==> src/rtl/arb_pkg.sv <==
// Shared types and helpers for the round-robin arbiter.
//   arb_state_e : arbiter FSM state (idle / a grant is outstanding)
//   onehot()    : index -> one-hot vector, ARB_MAX_REQ bits wide; callers
//                 keep the low NUM_REQ bits.
package arb_pkg;

  typedef enum logic {
    ARB_IDLE = 1'b0,
    ARB_BUSY = 1'b1
  } arb_state_e;

  localparam int unsigned ARB_MAX_REQ = 64;
  localparam int unsigned ARB_IDX_W   = 6;

  function automatic logic [ARB_MAX_REQ-1:0] onehot(input logic [ARB_IDX_W-1:0] idx);
    logic [ARB_MAX_REQ-1:0] one;
    one = {{(ARB_MAX_REQ-1){1'b0}}, 1'b1};
    return one << idx;
  endfunction

endpackage

==> src/rtl/priority_encoder.sv <==
// Priority encoder: the highest set bit wins.
//   req_vec : input request vector
//   idx     : index of the highest set bit (0 when none)
//   valid   : high when any bit of req_vec is set
module priority_encoder #(
  parameter int W     = 8,
  parameter int IDX_W = $clog2(W)
) (
  input  logic [W-1:0]     req_vec,
  output logic [IDX_W-1:0] idx,
  output logic             valid
);

  always_comb begin
    idx   = '0;
    valid = |req_vec;
    // Ascending scan: the last hit is the highest index.
    for (int i = 0; i < W; i++) begin
      if (req_vec[i]) idx = IDX_W'(i);
    end
  end

endmodule

==> src/rtl/rr_arbiter.sv <==
// Round-robin arbiter sharing one resource between NUM_REQ requesters.
//   clk       : clock, rising edge
//   rst       : asynchronous active-high reset
//   req       : level request vector
//   gnt       : registered one-hot grant
//   gnt_valid : high when gnt is nonzero
//   gnt_idx   : index of the current owner, 0 when no grant
//
// Handshake: requester i raises req[i] and holds it high for the whole
// transaction; it owns the resource for every cycle gnt[i] is high and ends
// the transaction by dropping req[i]. While others are waiting, an owner is
// preempted after MAX_HOLD consecutive grant cycles (MAX_HOLD=0 disables it).
module rr_arbiter import arb_pkg::*; #(
  parameter int NUM_REQ  = 8,
  parameter int IDX_W    = $clog2(NUM_REQ),
  parameter int MAX_HOLD = 16
) (
  input  logic               clk,
  input  logic               rst,
  input  logic [NUM_REQ-1:0] req,
  output logic [NUM_REQ-1:0] gnt,
  output logic               gnt_valid,
  output logic [IDX_W-1:0]   gnt_idx
);

  localparam int                 HOLD_W     = (MAX_HOLD < 1) ? 1 : $clog2(MAX_HOLD + 1);
  localparam logic [HOLD_W-1:0]  HOLD_MAX   = HOLD_W'(MAX_HOLD);
  localparam logic [HOLD_W-1:0]  HOLD_ONE   = HOLD_W'(1);
  localparam logic [NUM_REQ-1:0] REQ_ONE    = NUM_REQ'(1);
  localparam bit                 PREEMPT_EN = (MAX_HOLD != 0);

  arb_state_e         state, state_n;
  logic [IDX_W-1:0]   last_idx, last_n;
  logic [HOLD_W-1:0]  hold_cnt, hold_n;
  logic [NUM_REQ-1:0] gnt_n;
  logic               valid_n;
  logic [IDX_W-1:0]   idx_n;

  logic               owner_req;
  logic [NUM_REQ-1:0] waiting;
  logic [NUM_REQ-1:0] sel_req;
  logic [NUM_REQ-1:0] lower_mask;
  logic [NUM_REQ-1:0] masked;
  logic [IDX_W-1:0]   m_idx, f_idx, win_idx;
  logic               m_valid, f_valid;
  logic [NUM_REQ-1:0] win_oh;
  logic [ARB_MAX_REQ-1:0] lower_oh_wide, win_oh_wide;
  logic               unused_oh;
  logic               grant_win, go_idle;

  assign owner_req = req[gnt_idx];
  assign waiting   = req & ~gnt;

  // A preemption must skip the current owner, so selection then runs on the
  // waiting set; every other grant decision uses the raw request vector.
  assign sel_req = (state == ARB_BUSY && owner_req) ? waiting : req;

  // Bits strictly below last_idx: searching these first makes priority rotate
  // downward from the previous winner.
  assign lower_oh_wide = onehot(ARB_IDX_W'(last_idx));
  assign lower_mask    = lower_oh_wide[NUM_REQ-1:0] - REQ_ONE;
  assign masked        = sel_req & lower_mask;

  priority_encoder #(.W(NUM_REQ), .IDX_W(IDX_W)) u_pe_masked (
    .req_vec (masked),
    .idx     (m_idx),
    .valid   (m_valid)
  );

  priority_encoder #(.W(NUM_REQ), .IDX_W(IDX_W)) u_pe_full (
    .req_vec (sel_req),
    .idx     (f_idx),
    .valid   (f_valid)
  );

  assign win_idx     = m_valid ? m_idx : f_idx;
  assign win_oh_wide = onehot(ARB_IDX_W'(win_idx));
  assign win_oh      = win_oh_wide[NUM_REQ-1:0];
  assign unused_oh   = ^{lower_oh_wide, win_oh_wide};

  always_ff @(posedge clk or posedge rst) begin
    if (rst) begin
      state     <= ARB_IDLE;
      gnt       <= '0;
      gnt_valid <= 1'b0;
      gnt_idx   <= '0;
      last_idx  <= '0;
      hold_cnt  <= '0;
    end else begin
      state     <= state_n;
      gnt       <= gnt_n;
      gnt_valid <= valid_n;
      gnt_idx   <= idx_n;
      last_idx  <= last_n;
      hold_cnt  <= hold_n;
    end
  end

  always_comb begin
    state_n   = state;
    gnt_n     = gnt;
    valid_n   = gnt_valid;
    idx_n     = gnt_idx;
    last_n    = last_idx;
    hold_n    = hold_cnt;
    grant_win = 1'b0;
    go_idle   = 1'b0;

    case (state)
      ARB_IDLE: begin
        if (f_valid) grant_win = 1'b1;
      end
      ARB_BUSY: begin
        if (!owner_req) begin
          // Release: hand over on the same edge when anyone else is asking.
          if (f_valid) grant_win = 1'b1;
          else         go_idle   = 1'b1;
        end else if (!PREEMPT_EN || hold_cnt < HOLD_MAX || !(|waiting)) begin
          if (hold_cnt < HOLD_MAX) hold_n = hold_cnt + HOLD_ONE;
        end else begin
          grant_win = 1'b1;
        end
      end
      default: state_n = ARB_IDLE;
    endcase

    if (grant_win) begin
      state_n = ARB_BUSY;
      gnt_n   = win_oh;
      valid_n = 1'b1;
      idx_n   = win_idx;
      last_n  = win_idx;
      hold_n  = HOLD_ONE;
    end
    if (go_idle) begin
      state_n = ARB_IDLE;
      gnt_n   = '0;
      valid_n = 1'b0;
      idx_n   = '0;
    end
  end

endmodule

==> config.mk <==
export PLATFORM = sky130hd
export DESIGN_NAME = rr_arbiter
export DESIGN_NICKNAME = d
export VERILOG_FILES = /design/src/rtl/arb_pkg.sv /design/src/rtl/priority_encoder.sv /design/src/rtl/rr_arbiter.sv
export SDC_FILE = /design/constraint.sdc
export NUM_CORES = 1
export LEC_CHECK = 0
export ABC_AREA = 0
export BUFFER_PORTS_ARGS = -buffer_cell sky130_fd_sc_hd__buf_2
export CORE_MARGIN = 2
export CORE_UTILIZATION = 44
export CTS_BUF_LIST = sky130_fd_sc_hd__clkbuf_4
export DETAILED_ROUTE_END_ITERATION = 8
export GPL_TIMING_DRIVEN = 0
export PLACE_DENSITY = 0.69
export SYNTH_ARGS = -nofsm -noshare
export SYNTH_HDL_FRONTEND = slang
export SYNTH_SLANG_ARGS = --single-unit
==> constraint.sdc <==
create_clock -name clk -period 3.33 [get_ports clk]
set_clock_uncertainty 0.05 [all_clocks]
set_input_delay 0.666 -clock clk [delete_from_list [all_inputs] [get_ports clk]]
set_output_delay 0.666 -clock clk [all_outputs]
set_load 0.005 [all_outputs]
# Yosys cells after proc, flatten, opt, wreduce, memory -nomap -nowiden
# Cells that the tools add are included.
# op_classes
addsub,2
mul,0
n_div,0
order_cmp,2
eq_ne,0
n_shift,2
muxes,36
bitwise,4
n_reduce_logical,12
# ops
operator,n
$mux W3,11
$mux W5,5
$mux W8,3
$reduce_or A8 Y1,3
$and A8 B8 Y8,2
$shl A1 B3 Y8 const A,2
$mux W1,11
$reduce_bool A2 Y1,5
$mux W2,4
$not A8 Y8,1
$sub A8 B1 Y8 const B,1
$add A5 B1 Y5 const B,1
$lt A5 B5 Y1 const B,1
$lt A3 B4 Y1 const B,1
$reduce_and A4 Y1,1
$bmux W1 S3,1
$pmux W1 S2,1
$logic_and A1 B1 Y1,1
$logic_not A1 Y1,1
$logic_or A1 B1 Y1,1
$not A1 Y1,1
# totals
regBits,20
latch_bits,0
ram_bits,0
mem_bits_ro,0
output_inout_bits,12
memories,0

# Depth between registers and ports, before layout
# depth
depth_word,16
depth_mapped,11
mapped_depth_nobuf,8

# Hierarchy
# Synthesis repeated with hierarchy kept, for this count alone.
# unflattened
hier_cells,172
hier_area_um2,1605.3
# by_module_without_submodules
mod,instances,cells_per_inst,area_per_inst_um2
rr_arbiter,1,148,1472.7
priority_encoder,2,12,66.3

# Worst setup path after synthesis
# No wires, ideal clock.
# synth_timing
path_type,input-to-reg
startpoint,input port req[7]
endpoint,register last_idx[0]
setup_ns,0.128
arrival_time_ns,2.582
setup_slack_ns,0.571
path_stages,8
path_buffers,2
cell_sequence,mux2_1 -> o22ai_2 -> buf_6 -> o31a_1 -> nor4_4 -> a31oi_2 -> clkbuf_1 -> mux2_1
# synth_between
elab_chain_cells,13
word_cells_on_any_way,30
cone_classes,mux: 22; bitwise: 2; reduce/logical: 6
# synth_rtl
element,line,text
start: declaration,rr_arbiter.sv:20,"input logic [NUM_REQ-1:0] req,"
$bmux W1 S3,rr_arbiter.sv:51,assign owner_req = req[gnt_idx];
$mux W1 (not written as such),rr_arbiter.sv:51,
$logic_and A1 B1 Y1,rr_arbiter.sv:56,assign sel_req = (state == ARB_BUSY && owner_req) ? waiting : req;
$mux W8,rr_arbiter.sv:56,
$and A8 B8 Y8,rr_arbiter.sv:62,assign masked = sel_req & lower_mask;
$mux W1,priority_encoder.sv:19,if (req_vec[i]) idx = IDX_W'(i);
$mux W2 (2 in series),priority_encoder.sv:19,
$mux W3 (4 in series),priority_encoder.sv:19,
$mux W3,rr_arbiter.sv:76,assign win_idx = m_valid ? m_idx : f_idx;
end signal: assignment,rr_arbiter.sv:94,last_idx <= last_n;
end: declaration,rr_arbiter.sv:33,"logic [IDX_W-1:0] last_idx, last_n;"
# Several ways; a longest one is shown, not always the timed one. The select of a mux whose other input is x is not followed.
# A chain may end at the register's enable or synchronous reset.

# Worst setup path after layout
# layout_timing
startpoint,register gnt_idx[0]
endpoint,register gnt[7]
# layout_between
elab_chain_cells,16
word_cells_on_any_way,32
cone_classes,shift: 1; mux: 26; bitwise: 1; reduce/logical: 4
# layout_rtl
element,line,text
start: declaration,rr_arbiter.sv:23,output logic [IDX_W-1:0] gnt_idx
start signal: assignment,rr_arbiter.sv:93,gnt_idx <= idx_n;
$bmux W1 S3 *,rr_arbiter.sv:51,
$mux W1 (not written as such) *,rr_arbiter.sv:51,
$logic_and A1 B1 Y1,rr_arbiter.sv:56,
$mux W8,rr_arbiter.sv:56,
$and A8 B8 Y8,rr_arbiter.sv:62,
$mux W1,priority_encoder.sv:19,
$mux W2 (2 in series),priority_encoder.sv:19,
$mux W3 (4 in series),priority_encoder.sv:19,
$mux W3,rr_arbiter.sv:76,
$shl A1 B3 Y8,arb_pkg.sv:18,return one << idx;
$mux W8,rr_arbiter.sv:127,if (grant_win) begin
$mux W8,rr_arbiter.sv:135,if (go_idle) begin
end signal: assignment,rr_arbiter.sv:91,gnt <= gnt_n;
end: declaration,rr_arbiter.sv:21,"output logic [NUM_REQ-1:0] gnt,"
# Every way passes the cells marked *; elsewhere a longest branch is shown, timed or not. The select of a mux whose other input is x is not followed.

==> qor.yml <==
slew_headroom_pct: 49.9
drive_gt1_share_pct: 24.3
grt_pass1_wl_um: 5020
grt_max_degree: 21
cpMaxStageDelayCell: "o31ai_1"
synth.avg_cell_area_um2: 9.38
cp.arrival_ns: 3.17
place_hpwl_um: 2510
diodes: 0
min_period_ns: 3.04
final_common_cell: "buf_2"
root_buffer: "clkbuf_4"
routed_wl_um: 3220
slew_viol_final: 0
hold_viol: 0
pre_cts_ws_ns: 0.135
synth_edf_count: 0
chipHeight_um: 60.2
grt_use_total_pct: 18.6
drt-initial-drc-count: 73
synth-seq-cells: 20
drc: 0
cts_buffer_depth: 2
design_area_mm2: 0.00158
seqCellArea_um2: 500
worst-endpoint-required_ns: 3.46
max_freq_mhz: 329
setup_ws_ns: 0.294
min_path_type: "in -> async"
ys.flop_type: "dfrtp_1"
cts_tree: "yes"
clk_pin_slew_ns: 0.12
first_pass_iters: 4
power_density_mw_per_mm2: 909
post_cts_resized: 0
io_buffer_count: 21
synthesis.area_mm2: 0.00139
core-area_mm2: 0.00303
die_area_mm2: 0.00362
crit_path_max_fanout: 9
initial_utilization_pct: 45.9
cts-hold-fix-buffers: 0
syn2layout_area_growth_pct: 13.4
via_per_inst: 5.63
max_cap_viol_count: 0
wire_per_inst_um: 14.8
synth.distinct_cells: 49
rsz0062_at_grt: "false"
fp-row-count: 20
synth_nets: 159
final_core_util_pct: 52.0
place_congestion: 0.829
pin_count: 22
synth-seq-area-share_pct: 36.0
layout_common_cells: "buf_2 (21), nand2_1 (20), dfrtp_1 (20)"
grt_pass1_vias: 1059
overflow: 0
vias: 1221
multi_input_area_um2: 817
yosys_warnings: 0
fin_crit_sh_pct: 91.2
ant_nets: 0
postCtsSetupRepairBufs: 0
tns_ns: 0
finalSetupViolations: 0
clock_latency_ns: 0.31
antenna_found_initial: 0
ir_drop_mv: 0.516
crit_type: "reg -> reg"
worst_pin_slew_ns: 0.745
cts.sinks: 20
worstSetupEndpointType: "flip-flop"
htree_levels: 1
placed_cell_area_mm2: 0.00155
worstPathCellList: "buf_4, mux2i_1, a22o_1, o31ai_1, o22ai_1, a2111oi_0, o31ai_2, a32o_1"
async_flop_share_pct: 100
die_w_um: 60.2
fin_nets: 185
reg2reg_slack_ns: 0.29
cts_buffers: 3
status: "finished clean"
leakagePower_uw: 0.000671
cp-start-kind: "flip-flop"
fillers: 276
synth_cells: 148
slowest_delay_ns: 0.66
## layout make-up
type	instances	share of cell area [%]
multi-input cells	114	51.9
flip-flops and latches	20	31.8
repair buffers	21	6.67
well taps	44	3.49
plain buffers	7	2.86
inverters	7	1.67
clock buffers	3	1.43
clock inverters	1	0.238
## worst max-delay path: cells and delay by family, from the launching register on
family,cells,cell delay (ns)
compound gates,6,2.18
buf+inv,1,0.16
flops,1,0.40
mux,1,0.11
## path summary, 6_finish.rpt
kind / startpoint / end / depth (start not counted)
setup / recovery: gnt_idx[0] / gnt[7] / 8
hold / removal: rst / hold_cnt[2] / 2
setup reg to reg: gnt_idx[0] / gnt[7] / 8
hold reg to reg: gnt[6] / gnt[6] / 2
max in group asynchronous: rst / gnt[7] / 2
min in group clk: gnt[6] / gnt[6] / 2
## registers in the layout, indices dropped and copies added (netlist names)
| name | flops |
|---|---|
| gnt | 8 |
| hold_cnt | 5 |
| gnt_idx | 3 |
| last_idx | 3 |
| state | 1 |
## routing by layer
layer | global-route usage (%) | up-vias | routed length [um]
li1 | - | 606 | -
met1 | 24.6 | 589 | 1550
met2 | 32.1 | 26 | 1560
met3 | 3.90 | 0 | 108
met4 | 1.90 | 0 | 0
met5 | 0 | - | 0
## synthesized netlist by cell type, types with 2 or more instances
cell / n / share of area [%]
dfrtp_1: 20 / 36
nand2_1: 20 / 5.4
nor2_1: 14 / 3.8
inv_1: 7 / 1.9
nor2b_1: 5 / 2.3
o31ai_1: 5 / 2.7
a21oi_1: 4 / 1.4
a22o_1: 4 / 2.5
nand2b_1: 4 / 1.8
o31a_1: 4 / 2.5
clkbuf_1: 3 / 0.81
mux2_1: 3 / 2.4
mux2i_1: 3 / 2.2
nand4_1: 3 / 1.4
o21ai_0: 3 / 1.1
o31ai_2: 3 / 2.7
a2111oi_0: 2 / 1.3
a31oi_2: 2 / 1.8
a32o_1: 2 / 1.4
and4_1: 2 / 1.3
buf_6: 2 / 1.6
nand3_1: 2 / 0.72
nor3_1: 2 / 0.72
o211ai_1: 2 / 1.1
o22ai_1: 2 / 0.90
xor2_1: 2 / 1.3
## through the flow
step	total power [uW]	std cells	hold WS, ns
after floorplan	1090	148	0.439
after global placement	1290	213	0.442
after detailed placement	1320	213	0.459
after CTS	1440	217	0.442
after global routing	1560	217	0.467
final	1430	217	0.411
## cell families (layout without fill, tap and decap cells)
logic type | Yosys count | after routing | share of synthesized area (%)
muxes | 6 | 6 | 4.59
adders and majority gates | 1 | 1 | 0.901
DFF | 20 | 20 | 36.0
xor gates and xnor gates | 3 | 3 | 1.89
buffers and inverters | 14 | 39 | 5.14
AOI/OAI and AO/OA | 45 | 45 | 28.9
and+or+nand+nor | 59 | 59 | 22.5
## report_power, final
part | switching, uW | internal, uW
Sequential | 84.8 | 334
Combinational | 531 | 364
Clock | 73.7 | 43.7
No activity file was read; power rests on OpenSTA's default activity.
